## src/rtl/spongent_padder.sv

```systemverilog
// spongent_padder: captures one left-aligned message word and applies sponge padding
// (message bits, a single '1', then zeros up to the next multiple of r). It streams
// the padded message MSB-first as r-bit rate blocks and flags the final block.
//
// Handshake: a block transfers on a clock edge where block_valid_o && block_ready_i.
// While block_valid_o is high and block_ready_i is low, block_o and block_last_o hold
// stable. block_valid_o never depends on block_ready_i in the same cycle.
module spongent_padder #(
    parameter int DATA_WIDTH = 64,
    parameter int r          = 8,
    parameter int LEN_W      = $clog2(DATA_WIDTH + 1)
) (
    input  logic                  clk,
    input  logic                  rst,
    input  logic                  start,
    input  logic [DATA_WIDTH-1:0] msg,
    input  logic [LEN_W-1:0]      msg_len,
    output logic                  busy,
    output logic [r-1:0]          block_o,
    output logic                  block_valid_o,
    input  logic                  block_ready_i,
    output logic                  block_last_o,
    output logic                  done_o
);

    // The padded message needs one extra block: a full-length message still
    // needs room for the '1' marker.
    localparam int PW     = DATA_WIDTH + r;
    localparam int BLOCKS = DATA_WIDTH / r;
    localparam int CNT_W  = $clog2(BLOCKS + 2);

    localparam logic [1:0] IDLE = 2'd0;
    localparam logic [1:0] SEND = 2'd1;
    localparam logic [1:0] DONE = 2'd2;

    logic [1:0]            state;
    logic [PW-1:0]         p;
    logic [CNT_W-1:0]      cnt;

    logic [LEN_W-1:0]      len_sat;
    logic [LEN_W-1:0]      len_blocks;
    logic [DATA_WIDTH-1:0] keep_mask;
    logic [PW-1:0]         p_load;
    logic [CNT_W-1:0]      cnt_load;
    logic                  handshake;
    logic                  last_block;

    // Build the padded shift-register image and block count from the request.
    always_comb begin
        len_sat    = (msg_len > LEN_W'(DATA_WIDTH)) ? LEN_W'(DATA_WIDTH) : msg_len;
        len_blocks = len_sat / LEN_W'(r);
        // Keep only the top len_sat bits; a shift by DATA_WIDTH keeps everything.
        keep_mask  = ~({DATA_WIDTH{1'b1}} >> len_sat);
        // The marker lands directly after the last message bit.
        p_load     = {msg & keep_mask, {r{1'b0}}} | ({1'b1, {(PW-1){1'b0}}} >> len_sat);
        cnt_load   = CNT_W'(len_blocks) + CNT_W'(1);
    end

    assign busy          = (state != IDLE);
    assign block_valid_o = (state == SEND);
    assign done_o        = (state == DONE);
    assign last_block    = (cnt == CNT_W'(1));
    assign block_last_o  = block_valid_o & last_block;
    assign block_o       = block_valid_o ? p[PW-1 -: r] : '0;
    assign handshake     = block_valid_o & block_ready_i;

    // FSM, shift register and block counter; reset aborts any stream immediately.
    always_ff @(posedge clk or posedge rst) begin
        if (rst) begin
            state <= IDLE;
            p     <= '0;
            cnt   <= '0;
        end else begin
            case (state)
                IDLE: begin
                    if (start) begin
                        p     <= p_load;
                        cnt   <= cnt_load;
                        state <= SEND;
                    end
                end
                SEND: begin
                    if (handshake) begin
                        p   <= {p[PW-r-1:0], {r{1'b0}}};
                        cnt <= cnt - CNT_W'(1);
                        if (last_block) begin
                            state <= DONE;
                        end
                    end
                end
                DONE: begin
                    state <= IDLE;
                end
                default: begin
                    state <= IDLE;
                end
            endcase
        end
    end

endmodule

```

## config.mk

```make
export PLATFORM = sky130hd
export DESIGN_NAME = spongent_padder
export DESIGN_NICKNAME = d
export VERILOG_FILES = /design/src/rtl/spongent_padder.sv
export SDC_FILE = /design/constraint.sdc
export NUM_CORES = 1
export LEC_CHECK = 0
export BUFFER_PORTS_ARGS = -buffer_cell sky130_fd_sc_hd__clkbuf_2
export CORE_ASPECT_RATIO = 1.4
export CORE_MARGIN = 2
export CORE_UTILIZATION = 35
export DETAILED_ROUTE_END_ITERATION = 7
export PLACE_DENSITY = 0.56
export SLEW_MARGIN = 20
export SYNTH_ARGS = -nofsm -noshare
export SYNTH_HDL_FRONTEND = slang
export SYNTH_SLANG_ARGS = --single-unit
```

## constraint.sdc

```tcl
create_clock -name clk -period 2.28 [get_ports clk]
set_input_delay 0.228 -clock clk [delete_from_list [all_inputs] [get_ports clk]]
set_output_delay 0.228 -clock clk [all_outputs]
set_load 0.005 [all_outputs]
```

==> flow_summary.json <==
{
  "status": "finished, final reports clean",
  "grt_pass1_wl_um": 29400,
  "htreeDepth": 3,
  "clock_path_buffers": 2,
  "hold_slack_ps": 41.8,
  "ys.flop_type": "dfrtp_1",
  "start_kind": "flop",
  "layout-drive-gt1-share": 0.214,
  "ys_seq_area_frac": 0.388,
  "synth_edf_count": 0,
  "cts_buffers": 9,
  "async_flop_share": 1.00,
  "ys_types": 59,
  "p_total_mw": 6.98,
  "rows": 51,
  "min_period_ps": 2150,
  "finalHoldViolations": 0,
  "finClkSkew_ps": 9.52,
  "fin_area_um2": 6080,
  "insertion_delay_ps": 350,
  "grt_pass1_vias": 5189,
  "synth_fp_nets": 714,
  "tightest_slew_ps": 920,
  "port_buffers": 86,
  "max_freq_ghz": 0.466,
  "finalWirelength_um": 18800,
  "drtIter0Drc": 520,
  "worst-setup-path-type": "flop to output port",
  "ir_worst_vdd_v": 0.000597,
  "synth_area_per_cell_um2": 7.94,
  "vias": 5317,
  "io_pins": 87,
  "ctsResizeCount": 0,
  "cts_root_buffer": "clkbuf_16",
  "synth.most_common_cell": "o21ai_0",
  "setup_tns_ps": 0,
  "place_congestion": 0.980,
  "drc": 0,
  "synth_cells": 633,
  "setup_viol": 0,
  "cts_hold_buf": 0,
  "power.density_nw_per_um2": 1150,
  "synth_area_um2": 5030,
  "cts_sinks": 78,
  "period_share": 0.942,
  "p_leak_nw": 2.58,
  "die_area_um2": 15400,
  "arrival_ps": 1920,
  "antenna_found_initial": 0,
  "cts_tree": "yes",
  "core_area_um2": 14000,
  "wire_per_inst_um": 21.0,
  "post_cts_buffers": 0,
  "ff_latch_area_um2": 1950,
  "gr-total-overflow": 0,
  "yosys_register_bits": 78,
  "grt_max_degree": 48,
  "yosys.area.top_type": "dfrtp_1",
  "finalMaxSlewViolations": 0,
  "yosys.area.top_type_share": 0.388,
  "cp-end-kind": "output port",
  "critPathMaxFanout": 10,
  "syn2layout_area_growth_pct": 21.0,
  "hpwl_um": 13600,
  "rsz0062_at_grt": "no",
  "die_h_um": 146,
  "ys_top_cells_by_area": "dfrtp_1, o21ai_0, nand2_1",
  "cp.required_ps": 2050,
  "start_util": 0.360,
  "viasPerCell": 5.95,
  "hold_path.class": "input pin to async pin",
  "final_antenna_net_count": 0,
  "synth_common_cells": "o21ai_0, dfrtp_1, nand2_1",
  "clk_pin_slew_ps": 60,
  "slew_headroom": 0.386,
  "fin_nets": 785,
  "synth_warnings": 0,
  "placedInstanceArea_um2": 5740,
  "fillCellCount": 1433,
  "firstDrtPassIters": 5,
  "multi_input_area_um2": 2740,
  "die_w_um": 105,
  "grtUsageTotal": 0.244,
  "max_cap_viol_count": 0,
  "diodes": 0
}
==> critical path, stage by stage (launching register included) <==
cell	delay (ps)
dfrtp_1	530
nand2b_1	230
inv_1	350
buf_4	230
and2_1	130
clkbuf_2	110
==> state kept, by name (all words and copies together), names as in the netlist <==
register  count
cnt           4
state         2
p            72
==> report_power, final <==
group / internal (mW) / total (mW) / switching [mW]
clock: 1.05 / 1.66 / 0.606
sequential: 2.00 / 2.34 / 0.343
combinational: 1.16 / 2.98 / 1.82
total: 4.21 / 6.98 / 2.76
==> kinds of logic (layout without fill, tap and decap cells) <==
family,count (synthesis),after routing,synth area share
compound gates,248,248,0.309
flops,78,78,0.388
simple gates,223,223,0.218
buf+inv,78,154,0.0694
fa+ha+maj,6,6,0.0149
==> cells in the final DEF, fill, tap and decap left out, types with 3 or more instances in the layout <==
cell type  instances
a211oi_1          14
a21o_1             4
a21oi_1           39
a221oi_1          14
a22oi_1            6
a311oi_1          10
a31oi_1            7
a41oi_1            3
and2_1            16
buf_12             4
buf_4             33
clkbuf_16          9
clkbuf_2          86
clkbuf_8           3
dfrtp_1           78
ha_1               6
inv_1             13
nand2_1           75
nand2b_1          12
nand3_1           10
nand3b_1           3
nand4_1            3
nor2_1            44
nor2b_1            3
nor3_1            29
nor3b_1            4
o211ai_1           5
o21ai_0           93
o21ai_1           11
o21bai_1           7
o22ai_1            3
o31ai_1            5
o41ai_1           11
or3_1              5
or4_1              7
==> cell type report <==
class / instances / area share
flip-flops and latches: 78 / 0.321
clock inverters: 4 / 0.0126
repair buffers: 123 / 0.125
multi-input cells: 477 / 0.450
clock buffers: 12 / 0.0438
inverters: 15 / 0.00947
well taps: 185 / 0.0381
==> metrics by stage <==
step / setup slack [ps] / utilization / cells
floorplan: 57.0 / - / 633
global placement: 339 / 0.411 / 878
detailed placement: 307 / 0.411 / 878
CTS: 124 / 0.435 / 894
global route: 29.8 / 0.435 / 894
finish: 133 / 0.435 / 894
==> worst paths after layout <==
check,end,cells past startpoint,start,slack [ps]
setup reg to reg,p[56],5,state[0],290
setup / recovery,block_o[2],5,state[1],130
hold / removal,p[58],2,rst,40
hold reg to reg,p[17],2,p[17],480
min in group clk,p[34],3,msg[26],110
max in group asynchronous,p[19],3,rst,1570
==> layer usage <==
metal,vias to the layer above,track usage,part of all wire
li1,2472,-,-
met1,2548,0.334,0.42
met2,255,0.388,0.47
met3,42,0.0349,0.069
met4,0,0.0980,0.033
met5,-,0,0
No activity file was read; power rests on OpenSTA's default activity.
